<file path="config.mk">
export PLATFORM = sky130hd
export DESIGN_NAME = branch_resolver
export DESIGN_NICKNAME = d
export VERILOG_FILES = /design/src/rtl/branch_resolver.sv
export SDC_FILE = /design/constraint.sdc
export NUM_CORES = 1
export LEC_CHECK = 0
export CORE_MARGIN = 5
export CORE_UTILIZATION = 32
export CTS_CLUSTER_SIZE = 28
export DETAILED_ROUTE_END_ITERATION = 6
export PLACE_DENSITY = 0.52
export REMOVE_ABC_BUFFERS = 1
export SYNTH_ARGS = -nofsm -noshare
export SYNTH_HDL_FRONTEND = slang
export SYNTH_SLANG_ARGS = --single-unit
</file>
<file path="constraint.sdc">
create_clock -name clk -period 15.2 [get_ports clk]
set_clock_uncertainty 0.1 [all_clocks]
set_input_delay 2.28 -clock clk [delete_from_list [all_inputs] [get_ports clk]]
set_output_delay 2.28 -clock clk [all_outputs]
set_load 0.02 [all_outputs]
</file>
<file path="src/rtl/branch_resolver.sv">
// branch_resolver: execute-side checker for the dynamic branch predictor.
// Fetch-time predictions are queued in order and compared with EX resolutions.
// A mispredict flushes the front end, redirects fetch and squashes the queue.
// Optional feature: define BRANCH_RESOLVER_STATS_EN to add the stat_branches and
// stat_mispredicts counters (saturating, cleared by rst).
module branch_resolver #(
  parameter int DEPTH        = 4,
  parameter int FLUSH_CYCLES = 2,
  parameter int XLEN         = 32
) (
  input  logic            clk,
  input  logic            rst,
  input  logic            pred_valid,
  output logic            pred_ready,
  input  logic [XLEN-1:0] pred_pc,
  input  logic            pred_taken,
  input  logic [XLEN-1:0] pred_target,
  input  logic            res_valid,
  output logic            res_ready,
  input  logic            res_taken,
  input  logic [XLEN-1:0] res_target,
  output logic            flush,
  output logic            redirect_valid,
  output logic [XLEN-1:0] redirect_pc,
  output logic            upd_valid,
  output logic [XLEN-1:0] upd_pc,
  output logic            upd_taken,
  output logic            upd_mispredict,
  output logic            busy
`ifdef BRANCH_RESOLVER_STATS_EN
  ,
  output logic [31:0]     stat_branches,
  output logic [31:0]     stat_mispredicts
`endif
);

  localparam int AW   = $clog2(DEPTH);
  localparam int CNTW = AW + 1;
  localparam int FCW  = (FLUSH_CYCLES > 1) ? $clog2(FLUSH_CYCLES) : 1;

  typedef enum logic [0:0] {ST_RUN = 1'b0, ST_FLUSH = 1'b1} state_t;

  state_t          state_q, state_d;
  logic [FCW-1:0]  fcnt_q, fcnt_d;
  logic [AW-1:0]   head_q, head_d, tail_q, tail_d;
  logic [CNTW-1:0] count_q, count_d;
  logic [XLEN-1:0] mem_pc_q [DEPTH];
  logic [XLEN-1:0] mem_target_q [DEPTH];
  logic            mem_taken_q [DEPTH];

  logic            pred_ready_q, pred_ready_d, res_ready_q, res_ready_d;
  logic            busy_q, busy_d, flush_q, flush_d;
  logic            redirect_valid_q, redirect_valid_d;
  logic [XLEN-1:0] redirect_pc_q, redirect_pc_d, upd_pc_q, upd_pc_d;
  logic            upd_valid_q, upd_valid_d, upd_taken_q, upd_taken_d;
  logic            upd_mispredict_q, upd_mispredict_d;

  logic            push_s, pop_s, mis_s, wr_en_s;
  logic [XLEN-1:0] head_pc_s, head_target_s;
  logic            head_taken_s;

  assign head_pc_s     = mem_pc_q[head_q];
  assign head_target_s = mem_target_q[head_q];
  assign head_taken_s  = mem_taken_q[head_q];
  assign push_s        = pred_valid && pred_ready_q;
  assign pop_s         = res_valid && res_ready_q;
  assign mis_s         = (head_taken_s != res_taken) || (res_taken && (head_target_s != res_target));

  // Next-state logic: queue bookkeeping, flush sequencing and registered output values.
  always_comb begin
    state_d          = state_q;
    fcnt_d           = fcnt_q;
    head_d           = head_q;
    tail_d           = tail_q;
    count_d          = count_q;
    wr_en_s          = 1'b0;
    flush_d          = 1'b0;
    redirect_valid_d = 1'b0;
    redirect_pc_d    = redirect_pc_q;
    upd_valid_d      = 1'b0;
    upd_pc_d         = upd_pc_q;
    upd_taken_d      = upd_taken_q;
    upd_mispredict_d = upd_mispredict_q;
    case (state_q)
      ST_RUN: begin
        if (pop_s) begin
          upd_valid_d      = 1'b1;
          upd_pc_d         = head_pc_s;
          upd_taken_d      = res_taken;
          upd_mispredict_d = mis_s;
          if (mis_s) begin
            // Squash everything younger; a same-cycle push is dropped below.
            head_d           = '0;
            tail_d           = '0;
            count_d          = '0;
            state_d          = ST_FLUSH;
            fcnt_d           = FCW'(FLUSH_CYCLES - 1);
            flush_d          = 1'b1;
            redirect_valid_d = 1'b1;
            redirect_pc_d    = res_taken ? res_target
                                         : head_pc_s + {{(XLEN-3){1'b0}}, 3'b100};
          end else begin
            head_d  = head_q + AW'(1);
            count_d = count_q - CNTW'(1);
          end
        end else begin
          head_d = head_q;
        end
        if (push_s && !(pop_s && mis_s)) begin
          wr_en_s = 1'b1;
          tail_d  = tail_q + AW'(1);
          count_d = count_d + CNTW'(1);
        end else begin
          wr_en_s = 1'b0;
        end
      end
      ST_FLUSH: begin
        if (fcnt_q == '0) begin
          state_d = ST_RUN;
        end else begin
          fcnt_d = fcnt_q - FCW'(1);
        end
      end
      default: begin
        state_d = ST_RUN;
      end
    endcase
    // Handshake/status flops track the state the queue will be in next cycle.
    pred_ready_d = (state_d == ST_RUN) && (count_d != CNTW'(DEPTH));
    res_ready_d  = (state_d == ST_RUN) && (count_d != '0);
    busy_d       = (count_d != '0) || (state_d == ST_FLUSH);
  end

  // Control and output registers.
  always_ff @(posedge clk or posedge rst) begin
    if (rst) begin
      state_q          <= ST_RUN;
      fcnt_q           <= '0;
      head_q           <= '0;
      tail_q           <= '0;
      count_q          <= '0;
      pred_ready_q     <= 1'b0;
      res_ready_q      <= 1'b0;
      busy_q           <= 1'b0;
      flush_q          <= 1'b0;
      redirect_valid_q <= 1'b0;
      redirect_pc_q    <= '0;
      upd_valid_q      <= 1'b0;
      upd_pc_q         <= '0;
      upd_taken_q      <= 1'b0;
      upd_mispredict_q <= 1'b0;
    end else begin
      state_q          <= state_d;
      fcnt_q           <= fcnt_d;
      head_q           <= head_d;
      tail_q           <= tail_d;
      count_q          <= count_d;
      pred_ready_q     <= pred_ready_d;
      res_ready_q      <= res_ready_d;
      busy_q           <= busy_d;
      flush_q          <= flush_d;
      redirect_valid_q <= redirect_valid_d;
      redirect_pc_q    <= redirect_pc_d;
      upd_valid_q      <= upd_valid_d;
      upd_pc_q         <= upd_pc_d;
      upd_taken_q      <= upd_taken_d;
      upd_mispredict_q <= upd_mispredict_d;
    end
  end

  // Prediction record storage, written at the tail on an accepted push.
  always_ff @(posedge clk or posedge rst) begin
    if (rst) begin
      for (int i = 0; i < DEPTH; i++) begin
        mem_pc_q[i]     <= '0;
        mem_target_q[i] <= '0;
        mem_taken_q[i]  <= 1'b0;
      end
    end else if (wr_en_s) begin
      mem_pc_q[tail_q]     <= pred_pc;
      mem_target_q[tail_q] <= pred_target;
      mem_taken_q[tail_q]  <= pred_taken;
    end
  end

  assign pred_ready     = pred_ready_q;
  assign res_ready      = res_ready_q;
  assign busy           = busy_q;
  assign flush          = flush_q;
  assign redirect_valid = redirect_valid_q;
  assign redirect_pc    = redirect_pc_q;
  assign upd_valid      = upd_valid_q;
  assign upd_pc         = upd_pc_q;
  assign upd_taken      = upd_taken_q;
  assign upd_mispredict = upd_mispredict_q;

`ifdef BRANCH_RESOLVER_STATS_EN
  logic [31:0] stat_branches_q, stat_branches_d, stat_mispredicts_q, stat_mispredicts_d;

  // Saturating event counters for consumed resolutions and mispredicts.
  always_comb begin
    stat_branches_d    = stat_branches_q;
    stat_mispredicts_d = stat_mispredicts_q;
    if (pop_s && (stat_branches_q != 32'hFFFF_FFFF)) begin
      stat_branches_d = stat_branches_q + 32'd1;
    end else begin
      stat_branches_d = stat_branches_q;
    end
    if (pop_s && mis_s && (stat_mispredicts_q != 32'hFFFF_FFFF)) begin
      stat_mispredicts_d = stat_mispredicts_q + 32'd1;
    end else begin
      stat_mispredicts_d = stat_mispredicts_q;
    end
  end

  // Counter registers.
  always_ff @(posedge clk or posedge rst) begin
    if (rst) begin
      stat_branches_q    <= 32'd0;
      stat_mispredicts_q <= 32'd0;
    end else begin
      stat_branches_q    <= stat_branches_d;
      stat_mispredicts_q <= stat_mispredicts_d;
    end
  end

  assign stat_branches    = stat_branches_q;
  assign stat_mispredicts = stat_mispredicts_q;
`endif

endmodule
</file>
==> flow_summary.toml <==
[global_route]
grt_pass1_wl_um = 67400
grt_util_met3_pct = 3.46
grt_pass1_vias = 10600
grt.met1_usage_pct = 22.5
antenna_found_initial = 2
top_usage_layer = "met2"
grt_max_degree = 177
grt_use_total_pct = 16.3
met2_usage_pct = 26.2
gr-total-overflow = 0

[die]
coreArea_um2 = 49900
die_h_um = 234
start_util_pct = 32.2
ios = 174
die_area_um2 = 54700
rows = 82
fp.dieW_um = 234

[synthesis]
ys.flop_type = "dfrtp_1"
syn_avg_cell_area_um2 = 13.8
yosysSeqAreaShare_pct = 53.0
netlist.area_leader.share_pct = 53.0
yosys.area.top_type = "dfrtp_1"
synthTopCellsByArea = "dfrtp_1, mux2_1, mux4_2"
ys_types = 50
ys_warn_count = 0
async_reset_ff_share_pct = 100
synthCells = 1161
syn_area_um2 = 16000
ys_ff_latch = 340
synth_edf_count = 0

[layout]
utilization_pct = 38.8
nNetsFinal = 1430
area_growth_pct = 20.7
drive_gt1_share_pct = 16.2

[drt]
drt_wl_total_um = 43800
dr.first_iter.drc_count = 684
viasPerCell = 4.85
num_vias = 9800
dr.pass1.iters = 6
routedWlPerCell_um = 21.7
ant_nets = 0
drc = 0

[setup_path]
critPathKind = "in2reg"
required_ns = 15.52
crit_arrival_ns = 5.88
end_kind = "register"
startpoint_type = "input port"
crit_fanout = 51

[timing]
finalCriticalPeriod_ns = 5.55
rsz0062_at_grt = "false"
max_freq_ghz = 0.180
tns_ns = 0
report.final.slew_viol_count = 0
worst_slew_pin_slew_ns = 1.02
max_slew_margin_pct = 32.1
finalHoldViolations = 0
setup_viol = 0
period_share_pct = 36.5

[power]
leakagePower_nw = 8.10
p_seq_share_pct = 37.4
power_frac_comb_pct = 39.7
p_int_mw = 2.82
clkPwrFrac_pct = 22.9
ir_drop_mv = 0.0862
p_switching_mw = 1.52
p_per_area_nw_per_um2 = 224
switching_share_pct = 35.0

[cts]
cts_tree = "done"
cts.repair.resized = 0
cts_num_sinks = 340
root_buffer = "clkbuf_16"
clock_latency_ns = 0.56
cts_htree_levels = 2
cts_buffer_depth = 3
ctsHoldBuffers = 0
cts_made_buffers = 40
cts.clk_slew.worst_paths_ns = 0.06
post_cts_buffers = 0

[place]
dp_hpwl_um = 28800
port_buffers = 173
gp_congestion = 0.757

[run]
maxCapViolCount = 0

[worst_hold_path]
hold_class = "reg2reg"

[outcome]
status = "complete, no violations"
[cells in the final DEF (no fill, tap or decap), types with 26 or more instances in the layout]
cell,n
xnor2_1,36
mux2_1,200
mux2i_1,26
mux4_2,57
nor2_1,27
clkbuf_16,42
mux2_2,71
o21ai_0,41
dfrtp_1,338
nand2_1,143
clkdlybuf4s50_1,172
[critical path, stage by stage]
cell	delay (ns)
clkdlybuf4s50_1	0.60
xnor2_1	0.14
or4_1	0.53
a211oi_2	0.21
nand4_2	0.21
nand3_2	0.26
and3_4	0.40
buf_4	0.78
mux2_2	0.42
[path summary, 6_finish.rpt]
path                                       start  slack (ns)  cells past startpoint                            to
max                               res_target[28]        9.65                      9  mem_target_q[18]$_DFFE_PP0P_
min                        upd_taken$_DFFE_PP0P_        0.37                      2         upd_taken$_DFFE_PP0P_
max reg2reg                head_q[1]$_DFFE_PP0P_        9.81                     10  mem_target_q[18]$_DFFE_PP0P_
min reg2reg                upd_taken$_DFFE_PP0P_        0.37                      2         upd_taken$_DFFE_PP0P_
max in group asynchronous                    rst       11.37                      3  mem_target_q[20]$_DFFE_PP0P_
min in group asynchronous                    rst        2.14                      2         upd_pc[0]$_DFFE_PP0P_
[layout make-up]
type	count	area (um^2)
diodes	1	2.50
clock buffers	63	1280
clock inverters	6	93.8
fillers	4798	30500
inverters	21	86.3
multi-input cells	733	6720
flip-flops and latches	340	8520
well taps	672	841
repair buffers	185	1830
[state kept, by name, indices dropped and copies added, names as in the netlist, 2 cells and up]
register      count
upd_pc           32
head_q            2
count_q           3
tail_q            2
mem_target_q    128
redirect_pc      32
mem_pc_q        128
mem_taken_q       4
[power groups by stage]
stage	combinational [mW]	sequential, mW	clock [mW]
floorplan	1.06	1.68	0
global placement	1.73	1.62	0
detailed placement	1.75	1.64	0
CTS	1.76	1.62	1.02
global route	1.88	1.68	1.07
finish	1.72	1.62	0.993
[kinds of logic (layout without fill, tap and decap cells)]
family | after synthesis | count (layout) | share of synthesized area [%]
AOI/OAI and AO/OA | 81 | 81 | 2.88
xor gates and xnor gates | 61 | 61 | 3.33
adders and majority gates | 7 | 7 | 0.546
buffers and inverters | 88 | 275 | 5.13
DFF | 340 | 340 | 53.0
muxes | 354 | 354 | 28.6
other | 0 | 1 | 0
and+or+nand+nor | 230 | 230 | 6.45
[cells in the mapped netlist (9+ instances only)]
cell type / number
inv_1: 20
buf_6: 9
xor2_1: 25
clkbuf_1: 18
nand4_1: 13
mux2_2: 71
mux2_1: 200
mux2i_1: 26
nand2_1: 143
mux4_2: 57
o21ai_0: 41
buf_12: 24
nor2_1: 27
nand3_1: 14
dfrtp_1: 340
xnor2_1: 36
a21oi_1: 19
[layer usage]
metal | wire length [um] | vias up
li1 | - | 4450
met5 | 16 | -
met3 | 2070 | 60
met2 | 20700 | 186
met1 | 20000 | 5102
met4 | 1000 | 2
[per-stage QoR]
step	std cells	total power, mW	area (um^2)	worst slack (ns)	hold slack, ns
6_report	2021	4.33	19400	9.65	0.371
5_1_grt	2021	4.63	19400	9.42	0.384
4_1_cts	2020	4.40	19400	9.60	0.377
3_5_place_dp	1951	3.39	18000	9.01	0.363
3_3_place_gp	1951	3.35	18000	9.02	0.360
2_1_floorplan	1094	2.73	15300	3.40	0.352
Note: power is estimated with default switching activity, not from simulation.
